`src/rtl/systolic_mm_ctrl.sv`:
```
// Sequencer for an N x N output-stationary FP8 E4M3 systolic array (BF16 result per PE).
// Latency: rd_en at job cycles 0..k_len-1, last c_valid at 2N-2+k_len, done at 2N-1+k_len (0 if k_len==0).
// Backpressure: none; start is sampled only in IDLE, jobs never overlap and extra starts are dropped.
//
// Ports: clk, rst (sync, active-high); start/k_len job request; busy/done job status;
//   rd_en/rd_k operand buffer read (data returned on a_rows_in/b_cols_in one cycle later);
//   a_feed/b_feed skewed west/north edge operands; clear_pe/c_valid per-cell schedule.
// Optional: define SYSTOLIC_PERF_CNT_EN to add perf_busy_cycles, perf_jobs, perf_ign_starts.
module systolic_mm_ctrl #(
    parameter int N     = 2,
    parameter int K_MAX = 16,
    parameter int KW    = $clog2(K_MAX + 1)
) (
    input  logic             clk,
    input  logic             rst,
    input  logic             start,
    input  logic [KW-1:0]    k_len,
    output logic             busy,
    output logic             done,
    output logic             rd_en,
    output logic [KW-1:0]    rd_k,
    input  logic [N*8-1:0]   a_rows_in,
    input  logic [N*8-1:0]   b_cols_in,
    output logic [N*8-1:0]   a_feed,
    output logic [N*8-1:0]   b_feed,
    output logic [N*N-1:0]   clear_pe,
    output logic [N*N-1:0]   c_valid
`ifdef SYSTOLIC_PERF_CNT_EN
    ,
    output logic [31:0]      perf_busy_cycles,
    output logic [15:0]      perf_jobs,
    output logic [15:0]      perf_ign_starts
`endif
);

    // Job cycle counter must reach 2N-1+K_MAX (the DONE cycle).
    localparam int TW = $clog2(2 * N + K_MAX);

    typedef enum logic [1:0] {S_IDLE, S_FEED, S_DRAIN, S_DONE} state_t;

    state_t          state;
    logic [TW-1:0]   t_cnt;
    logic [KW-1:0]   klen_q;
    logic            rd_vld_d;   // operand buffer data valid this cycle

    logic [KW-1:0]   klen_clamp;
    logic [TW-1:0]   t_nxt;
    logic [TW-1:0]   t_last;
    logic [N*N-1:0]  clr_nxt;
    logic [N*N-1:0]  cv_nxt;

    assign klen_clamp = (k_len > KW'(K_MAX)) ? KW'(K_MAX) : k_len;
    assign t_nxt      = t_cnt + TW'(1);
    assign t_last     = TW'(2 * N - 2) + TW'(klen_q);

    // Per-cell schedule for the next job cycle; outputs are registered so the
    // compare is made against t+1.
    always_comb begin
        clr_nxt = '0;
        cv_nxt  = '0;
        for (int i = 0; i < N; i++) begin
            for (int j = 0; j < N; j++) begin
                clr_nxt[i*N+j] = (t_nxt == TW'(1 + i + j));
                cv_nxt[i*N+j]  = (t_nxt == (TW'(i + j) + TW'(klen_q)));
            end
        end
    end

    always_ff @(posedge clk) begin
        if (rst) begin
            state    <= S_IDLE;
            t_cnt    <= '0;
            klen_q   <= '0;
            busy     <= 1'b0;
            done     <= 1'b0;
            rd_en    <= 1'b0;
            rd_k     <= '0;
            clear_pe <= '0;
            c_valid  <= '0;
        end else begin
            case (state)
                S_IDLE: begin
                    if (start) begin
                        busy  <= 1'b1;
                        t_cnt <= '0;
                        if (klen_clamp != '0) begin
                            klen_q <= klen_clamp;
                            rd_en  <= 1'b1;
                            rd_k   <= '0;
                            state  <= S_FEED;
                        end else begin
                            // Empty job: straight to the done pulse, nothing issued.
                            done  <= 1'b1;
                            state <= S_DONE;
                        end
                    end
                end
                S_FEED: begin
                    t_cnt    <= t_nxt;
                    clear_pe <= clr_nxt;
                    c_valid  <= cv_nxt;
                    if (t_cnt == TW'(klen_q) - TW'(1)) begin
                        rd_en <= 1'b0;
                        rd_k  <= '0;
                        state <= S_DRAIN;
                    end else begin
                        rd_k <= rd_k + KW'(1);
                    end
                end
                S_DRAIN: begin
                    if (t_cnt == t_last) begin
                        done     <= 1'b1;
                        clear_pe <= '0;
                        c_valid  <= '0;
                        state    <= S_DONE;
                    end else begin
                        t_cnt    <= t_nxt;
                        clear_pe <= clr_nxt;
                        c_valid  <= cv_nxt;
                    end
                end
                S_DONE: begin
                    done  <= 1'b0;
                    busy  <= 1'b0;
                    t_cnt <= '0;
                    state <= S_IDLE;
                end
                default: state <= S_IDLE;
            endcase
        end
    end

    always_ff @(posedge clk) begin
        if (rst) rd_vld_d <= 1'b0;
        else     rd_vld_d <= rd_en;
    end

    // Operand skew: lane i is delayed i cycles beyond the buffer latency.
    // Each stage carries a valid bit; invalid stages present FP8 +0.
    for (genvar i = 0; i < N; i++) begin : g_lane
        logic [7:0] a_in;
        logic [7:0] b_in;
        assign a_in = rd_vld_d ? a_rows_in[8*i +: 8] : 8'h00;
        assign b_in = rd_vld_d ? b_cols_in[8*i +: 8] : 8'h00;

        if (i == 0) begin : g_pass
            assign a_feed[7:0] = a_in;
            assign b_feed[7:0] = b_in;
        end else begin : g_sr
            logic [7:0]   a_dat [i];
            logic [7:0]   b_dat [i];
            logic [i-1:0] vld;

            always_ff @(posedge clk) begin
                if (rst) begin
                    vld <= '0;
                    for (int d = 0; d < i; d++) begin
                        a_dat[d] <= 8'h00;
                        b_dat[d] <= 8'h00;
                    end
                end else begin
                    a_dat[0] <= a_in;
                    b_dat[0] <= b_in;
                    vld[0]   <= rd_vld_d;
                    for (int d = 1; d < i; d++) begin
                        a_dat[d] <= a_dat[d-1];
                        b_dat[d] <= b_dat[d-1];
                        vld[d]   <= vld[d-1];
                    end
                end
            end

            assign a_feed[8*i +: 8] = vld[i-1] ? a_dat[i-1] : 8'h00;
            assign b_feed[8*i +: 8] = vld[i-1] ? b_dat[i-1] : 8'h00;
        end
    end

`ifdef SYSTOLIC_PERF_CNT_EN
    always_ff @(posedge clk) begin
        if (rst) begin
            perf_busy_cycles <= '0;
            perf_jobs        <= '0;
            perf_ign_starts  <= '0;
        end else begin
            if (busy)                      perf_busy_cycles <= perf_busy_cycles + 32'd1;
            if (done)                      perf_jobs        <= perf_jobs + 16'd1;
            if (start && state != S_IDLE)  perf_ign_starts  <= perf_ign_starts + 16'd1;
        end
    end
`endif

endmodule
```
`config.mk`:
```
export PLATFORM = sky130hd
export DESIGN_NAME = systolic_mm_ctrl
export DESIGN_NICKNAME = d
export VERILOG_FILES = /design/src/rtl/systolic_mm_ctrl.sv
export SDC_FILE = /design/constraint.sdc
export NUM_CORES = 1
export LEC_CHECK = 0
export ABC_AREA = 1
export CORE_ASPECT_RATIO = 2
export CORE_MARGIN = 1.5
export CORE_UTILIZATION = 45
export DETAILED_ROUTE_END_ITERATION = 8
export GPL_ROUTABILITY_DRIVEN = 0
export PLACE_DENSITY_LB_ADDON = 0.3
export SYNTH_ARGS = -nofsm -noshare
export SYNTH_HDL_FRONTEND = slang
export SYNTH_SLANG_ARGS = --single-unit
```
`constraint.sdc`:
```
create_clock -name clk -period 5.7 [get_ports clk]
set_clock_uncertainty 0.15 [all_clocks]
set_input_delay 0.57 -clock clk [delete_from_list [all_inputs] [get_ports clk]]
set_output_delay 0.57 -clock clk [all_outputs]
set_load 0.02 [all_outputs]
```
==> out/summary.txt, run 1 <==
outcome: completed
Final HPWL DP: 5330 um
Post-synth EDFFs: 0
P_leak: 1.84 nW
DP Cell Count: 539
FF-to-FF End: t_cnt[1]
sequential element share of the synthesized area: 33.1%
top-count cell post-synth: nand2_1
Starting Density: 46.5%
number of global-route vias before repair: 2574
reg2reg setup slack: 3.44 ns
cell taking the most area after synthesis: dfxtp_1
max incr delay on CP: 0.61 ns
CTS buffer count: 5
R2R depth: 12
synthesized flop and latch total: 44
number of H-tree levels: 2
unrepaired setup endpoints after global routing: false
CP Launch Type: input pin
Iter 0 DRT Violations: 65
clk_lat worst skew: 0.28 ns
Final Hold Fails: 0
pwr dens: 404 mW/mm^2
async set or reset register ratio after synthesis: 0%
overall routing resource usage: 21.0%
CTS tree: yes
CTS resizes: 0
Routed Antenna Nets: 0
Via Count: 2673
Most common cell on crit path: clkdlybuf4s50_1
crit path DAT: 1.77 ns
worst hold stages: 2
Worst Path Class, Setup: input pin to output port
critical path data required time: 4.98 ns
CP max-delay cell: clkdlybuf4s50_1
Via density: 4.90
global route total overflow: 0
synth warn: 0
fin crit share: 43.7%
post-synthesis cell area: 0.00266 sq mm
final setup vio count: 0
Die Wd: 57.3 um
Reg clk slew, reported paths: 0.06 ns
HP Class: flop to flop
Synthesized Nets: 457
f_max: 0.401 GHz
Syn Inst Count: 402
drt pass-1 iters: 6
Final Max Slew Viols: 0
CTS Root Cell: clkbuf_16
overall die height: 112 um
postcts setup bufs: 0
minimum clock period: 2.49 ns
pin count of the biggest net entering global routing: 18
post-synth top area share: 33.1%
DR WL/cell: 11.9 um
Worst-Margin Slew: 0.533 ns
worst hold start: rd_en
Inserted Diodes: 0
PortBufs: 87
count of different cell masters after synthesis: 33
Layout Cells excl Fill: 546
Final nets: 540
CTS sink count: 44
Max-Cap Viols: 0
max_slew headroom: 64.4%
first-pass GRT wire length: 10700 um
Die ar.: 0.00640 sq mm
Setup Total Neg Slack: 0 ns
most frequent cells after synthesis: nand2_1, inv_1, dfxtp_1, nor2_1, a21oi_1
crit path capture type: output port
antenna violations before repair: 0
Synth Area per Inst: 6.61 sq um
Max clock buf depth: 2
hold path endpoint: rd_vld_d
Area growth, synth to finish: 38.5%
num rows: 39
Primary FF master, synth: dfxtp_1
synth top area cells: dfxtp_1, nand2_1, inv_1
crit-path cells: clkdlybuf4s50_1 > nand2_1 > inv_1 > clkdlybuf4s50_1
CORE AREA: 0.00571 sq mm
IO Count: 88
DRC: 0
crit path max fanout: 1
hold_buf cts: 0
final wirelength: 6490 um
share of cells above drive strength 1: 9.07%
Worst VDD drop: 378 uV
FF-to-FF Start: klen_q[1]
-- cells in the final DEF (no fill, tap or decap), types with 6 or more instances in the layout --
cell,count
nand3_1,13
ha_1,15
xor2_1,10
clkdlybuf4s50_1,87
nand2_2,11
dfxtp_1,44
nor2_2,6
a21oi_1,23
nor2_1,41
o21ai_1,6
inv_2,8
inv_1,70
nand2_1,110
-- layout make-up --
| cell class | instances | area, sq um |
|---|---|---|
| fill | 526 | 2030 |
| multi-input combinational | 265 | 1410 |
| sequential | 44 | 881 |
| timing repair buffer | 88 | 878 |
| inverter | 81 | 305 |
| clock buffer | 6 | 129 |
| tap | 61 | 76.3 |
| clock inverter | 1 | 5.00 |
-- state kept, by name, summed over array words and instances, names as in the netlist --
| name | cells |
|---|---|
| g_lane.g_sr.vld | 1 |
| rd_vld_d | 1 |
| done | 1 |
| g_lane.g_sr.b_dat | 8 |
| rd_k | 5 |
| rd_en | 1 |
| c_valid | 3 |
| state | 2 |
| t_cnt | 5 |
| g_lane.g_sr.a_dat | 8 |
| klen_q | 5 |
| clear_pe | 3 |
| busy | 1 |
-- worst max-delay path: cells and delay by family --
family | cells | cell delay, ns
buf+inv | 3 | 1.15
simple gates | 1 | 0.05
-- report_power, final --
group / switching (mW) / internal (mW)
clock network: 0.107 / 0.159
logic: 0.481 / 0.294
registers: 0.0741 / 0.370
-- routing by layer --
| layer | wire [um] | GRT usage (%) | part of all wire [%] | vias to the layer above |
|---|---|---|---|---|
| li1 | - | - | - | 1371 |
| met1 | 2170 | 17.2 | 33 | 1188 |
| met2 | 3740 | 41.1 | 58 | 80 |
| met3 | 264 | 4.07 | 4.1 | 34 |
| met4 | 321 | 14.7 | 4.9 | 0 |
| met5 | 0 | 0 | 0 | - |
-- logic make-up after synthesis --
family / count (synthesis) / share of synthesized area [%]
DFF: 44 / 33.1
AOI/OAI and AO/OA: 41 / 8.52
adders and majority gates: 15 / 7.06
and+or+nand+nor: 198 / 33.4
buffers and inverters: 93 / 13.9
xor gates and xnor gates: 11 / 3.91
-- metrics by stage --
step                      power (mW)  worst slack, ns  cell area (sq um)  util [%]  hold WS [ns]
after global routing            1.60             3.10               3680      64.5         0.324
after CTS                       1.49             3.19               3680      64.5         0.311
after global placement          1.21             3.23               3550      62.1         0.298
final                           1.49             3.21               3680      64.5         0.304
after floorplan                0.991             3.81               2660         -         0.316
after detailed placement        1.22             3.19               3550      62.1         0.300
-- worst max path at each step --
| stage | startpoint | endpoint | slack [ns] | cells after the start |
|---|---|---|---|---|
| floorplan | klen_q[1] | t_cnt[1] | 3.81 | 12 |
| global placement | b_cols_in[4] | b_feed[4] | 3.23 | 4 |
| detailed placement | a_rows_in[5] | a_feed[5] | 3.19 | 4 |
| CTS | a_rows_in[5] | a_feed[5] | 3.19 | 4 |
| global route | rd_vld_d | a_feed[6] | 3.10 | 3 |
| finish | a_rows_in[5] | a_feed[5] | 3.21 | 4 |
Power figures use the tool's default switching activity.
==> inputs of run 2 (changes only) <==
- clock period: 5.7 -> 2.3 ns (I/O delays scaled with it)
==> out/summary.txt, run 2 (synthesis results as in run 1) <==
reg2reg setup slack: 0.29 ns (-3.15 ns)
max_slew headroom: 63.6% (-0.76 points)
final wirelength: 6940 um (+6.9%)
WP buf/inv: 2 (-1)
CP max-delay cell: dfxtp_1
number of global-route vias before repair: 2493 (-3.1%)
Reg clk slew, reported paths: 0.06 ns (about the same)
crit path max fanout: 17 (+16)
CTS Root Cell: clkbuf_16
DR WL/cell: 12.6 um (+6.0%)
Setup Total Neg Slack: 0 ns (unchanged)
Routed Antenna Nets: 0 (unchanged)
drt pass-1 iters: 4 (-2)
CTS sink count: 44 (unchanged)
IO Count: 88 (unchanged)
Max-Cap Viols: 0 (unchanged)
CTS resizes: 0 (unchanged)
Max clock buf depth: 2 (unchanged)
postcts setup bufs: 0 (unchanged)
Worst VDD drop: 973 uV (+160%)
DRC: 0 (unchanged)
most frequent cells in the layout: nand2_1, clkdlybuf4s50_1, inv_1, dfxtp_1, nor2_1
first-pass GRT wire length: 11300 um (+5.4%)
final core utilization: 65.6% (+1.1 points)
Final HPWL DP: 5600 um (+5.0%)
Worst-Margin Slew: 0.545 ns (+0.0114 ns)
CTS buffer count: 5 (unchanged)
global route total overflow: 0 (unchanged)
R2R depth: 9 (-3)
setup ws final: 0.210 ns (-3.00 ns)
clk_lat worst skew: 0.28 ns (about the same)
crit path DAT: 1.71 ns (-0.06 ns)
antenna violations before repair: 0 (unchanged)
Worst Setup EP: b_feed[2]
Power, Total: 3.86 mW (+160%)
Filler Cell Count: 502 (-4.6%)
outcome: completed
number of H-tree levels: 2 (unchanged)
final setup vio count: 0 (unchanged)
critical path data required time: 1.92 ns (-3.06 ns)
Met2 Wirelength: 4070 um (+8.8%)
minimum clock period: 2.09 ns
Iter 0 DRT Violations: 67 (+3.1%)
met3 WL: 346 um (+31%)
Worst Path Class, Setup: flop to output port
CP Launch Type: flop
crit path capture type: output port
Via Count: 2687 (+0.52%)
FF-to-FF End: rd_k[3]
hold slack: 0.311 ns (+0.00735 ns)
max layer used: met4
Inserted Diodes: 0 (unchanged)
hold_buf cts: 0 (unchanged)
Die ar.: 0.00640 sq mm (unchanged)
DP Cell Count: 543 (+0.74%)
Metal-1 WL: 2260 um (+4.1%)
pin count of the biggest net entering global routing: 18 (unchanged)
Final Max Slew Viols: 0 (unchanged)
Layout Cells excl Fill: 551 (+0.92%)
HP Class: flop to flop
Final nets: 544 (+0.74%)
worst hold stages: 2 (unchanged)
Die Wd: 57.3 um (unchanged)
biggest regs: g_lane.g_sr.a_dat x8, g_lane.g_sr.b_dat x8
Worst path depth: 3 (-1)
CORE AREA: 0.00571 sq mm (unchanged)
CTS tree: yes
num rows: 39 (unchanged)
overall routing resource usage: 22.2% (+1.2 points)
Starting Density: 46.5% (unchanged)
cell family with most CP delay: buffers and inverters
PortBufs: 87 (unchanged)
FF-to-FF Start: state[0]
f_max: 0.479 GHz
crit-path cells: nand2_1 > inv_1 > clkdlybuf4s50_1
unrepaired setup endpoints after global routing: false
pwr dens: 1030 mW/mm^2 (+160%)
pre-CTS setup slack: 0.238 ns (-2.95 ns)
most common cell after layout, fill and taps aside: nand2_1
overall die height: 112 um (unchanged)
CP Launch Point: rd_vld_d
Area growth, synth to finish: 40.9%
max incr delay on CP: 0.64 ns (+0.03 ns)
final instance area: 0.00374 sq mm (+1.7%)
P_leak: 1.88 nW (+1.8%)
share of cells above drive strength 1: 10.2% (+1.1 points)
Final Hold Fails: 0 (unchanged)
Cell Area, Placed: 0.00358 sq mm (+0.85%)
fin crit share: 90.9%
Via density: 4.88 (-0.39%)
[run 2: per-layer routing]
metal	up-vias	track usage [%]
met5	-	0
li1	1379	-
met2	86	42.5
met4	0	12.4
met3	22	4.07
met1	1200	20.7
[run 2: worst min-delay path by stage]
stage	to	slack [ns]	start
final	c_valid[3]	0.31	c_valid[3]
after global placement	c_valid[3]	0.30	c_valid[3]
after floorplan	g_lane[1].g_sr.a_dat[0][0]	0.19	a_rows_in[8]
after detailed placement	c_valid[3]	0.30	c_valid[3]
after global routing	g_lane[1].g_sr.b_dat[0][7]	0.32	b_cols_in[15]
after CTS	g_lane[1].g_sr.b_dat[0][5]	0.31	b_cols_in[13]
[run 2: layout make-up]
class / count / area (sq um) / area share [%]
multi-input cells: 265 / 1410 / 37.6
repair buffers: 92 / 908 / 24.3
flip-flops and latches: 44 / 881 / 23.5
inverters: 81 / 305 / 8.15
clock buffers: 5 / 125 / 3.34
well taps: 61 / 76.3 / 2.04
clock inverters: 3 / 42.5 / 1.14
[run 2: where the power goes]
part	leakage, nW	switching [mW]	total, mW	internal, mW
sequential	0.359	0.183	1.10	0.917
combinational	1.44	1.20	1.97	0.763
clock	0.0798	0.286	0.796	0.510
[run 2: worst min-delay path, stage by stage, from the launching register on]
cell,delay [ns]
dfxtp_1,0.31
nand2_1,0.06
a21oi_1,0.05
==> inputs of run 3 (changes only) <==
- CORE_UTILIZATION: 45 -> 30
==> out/summary.txt, run 3 (synthesis results as in run 1) <==
clk_lat worst skew: 0.29 ns (about the same)
Final HPWL DP: 5920 um (+5.8%)
Die ar.: 0.00947 sq mm (+48%)
share of cells above drive strength 1: 10.4% (+0.18 points)
hold_buf cts: 0 (unchanged)
Area growth, synth to finish: 43.2%
crit path DAT: 1.74 ns (+0.03 ns)
Worst Path Class, Setup: flop to output port
final wirelength: 7210 um (+3.8%)
max_slew headroom: 63.2% (-0.41 points)
Final nets: 545 (+0.18%)
final instance area: 0.00380 sq mm (+1.6%)
pre-CTS setup slack: 0.244 ns (+0.00554 ns)
DRC: 0 (unchanged)
Sw Pwr: 1.70 mW (+1.5%)
num rows: 48 (+23%)
Max clock buf depth: 2 (unchanged)
Via Count: 2658 (-1.1%)
Worst VDD drop: 728 uV (-25%)
pin count of the biggest net entering global routing: 18 (unchanged)
Starting Density: 30.9% (-16 points)
Max-Cap Viols: 0 (unchanged)
PortBufs: 87 (unchanged)
part of the power in combinational logic: 50.7% (-0.2 points)
Cell Area, Placed: 0.00363 sq mm (+1.6%)
CTS tree: yes
sw frac: 43.5% (+0.15 points)
Layout Cells excl Fill: 591 (+7.3%)
antenna violations before repair: 0 (unchanged)
DP Cell Count: 583 (+7.4%)
minimum clock period: 2.12 ns (+0.0339 ns)
critical path data required time: 1.92 ns (about the same)
drt pass-1 iters: 4 (unchanged)
f_max: 0.471 GHz (-1.6%)
CTS sink count: 44 (unchanged)
Setup Total Neg Slack: 0 ns (unchanged)
pwr dens: 1030 mW/mm^2 (-0.49%)
Power, Total: 3.91 mW (+1.1%)
number of H-tree levels: 2 (unchanged)
Iter 0 DRT Violations: 74 (+10%)
Final Max Slew Viols: 0 (unchanged)
Die Wd: 69.6 um (+21%)
Routed Antenna Nets: 0 (unchanged)
Inserted Diodes: 0 (unchanged)
crit path capture type: output port
overall routing resource usage: 15.9% (-6.3 points)
CP Launch Type: flop
final setup vio count: 0 (unchanged)
Seq pwr share: 28.0% (-0.5 points)
Worst-Margin Slew: 0.551 ns (+0.00665 ns)
CTS Root Cell: clkbuf_16
CORE AREA: 0.00859 sq mm (+50%)
first-pass GRT wire length: 12000 um (+6.0%)
Reg clk slew, reported paths: 0.06 ns (about the same)
most frequent cells in the layout: nand2_1, clkdlybuf4s50_1, inv_1, dfxtp_1, nor2_1
outcome: completed
IO Count: 88 (unchanged)
Filler Cell Count: 874 (+74%)
final core utilization: 44.3% (-21 points)
hold slack: 0.310 ns (-0.00125 ns)
HP Class: input pin to flop
number of global-route vias before repair: 2733 (+9.6%)
CTS resizes: 0 (unchanged)
P_leak: 1.88 nW (+0.28%)
unrepaired setup endpoints after global routing: false
CTS buffer count: 5 (unchanged)
biggest regs: g_lane.g_sr.a_dat x8, g_lane.g_sr.b_dat x8
setup ws final: 0.176 ns (-0.0339 ns)
most common cell after layout, fill and taps aside: nand2_1
overall die height: 136 um (+22%)
postcts setup bufs: 0 (unchanged)
crit path max fanout: 17 (unchanged)
DR WL/cell: 12.2 um (-3.2%)
Via density: 4.50 (-7.8%)
global route total overflow: 0 (unchanged)
Final Hold Fails: 0 (unchanged)
Int Pwr: 2.21 mW (+0.83%)
Clk pwr share: 21.2% (+0.6 points)
fin crit share: 92.3% (+1.5 points)
==> run 3: cell type report <==
cell class	instances	area, sq um	area share [%]
Inverter	81	305	8.02
Tap cell	100	125	3.29
Clock inverter	3	46.3	1.22
Clock buffer	5	125	3.29
Multi-Input combinational cell	265	1410	37.0
Sequential cell	44	881	23.2
Timing Repair Buffer	93	916	24.1
==> run 3: critical path, stage by stage (launching register included) <==
cell and delay [ns]:
dfxtp_1 0.67, nand2_1 0.09, inv_1 0.07, clkdlybuf4s50_1 0.62
==> run 3: worst paths after layout <==
kind	start	to	slack, ns	cells past startpoint
setup reg to reg	state[0]	c_valid[2]	0.33	8
setup / recovery	rd_vld_d	b_feed[4]	0.18	3
hold reg to reg	c_valid[3]	c_valid[3]	0.31	2
hold / removal	a_rows_in[11]	g_lane[1].g_sr.a_dat[0][3]	0.31	3
==> run 3: power by group through the flow <==
stage	clock network, mW	logic (mW)	registers, mW
floorplan	0	1.33	1.13
global placement	0	1.96	1.11
detailed placement	0	1.98	1.11
CTS	0.849	1.99	1.10
global route	0.883	2.24	1.13
finish	0.830	1.98	1.10
==> run 3: routing by layer <==
layer | wire length, um | track usage [%] | part of all wire, %
met5 | 0 | 0 | 0
met4 | 402 | 10.8 | 5.6
met3 | 300 | 3.26 | 4.2
met2 | 4100 | 31.5 | 57
met1 | 2410 | 13.8 | 33
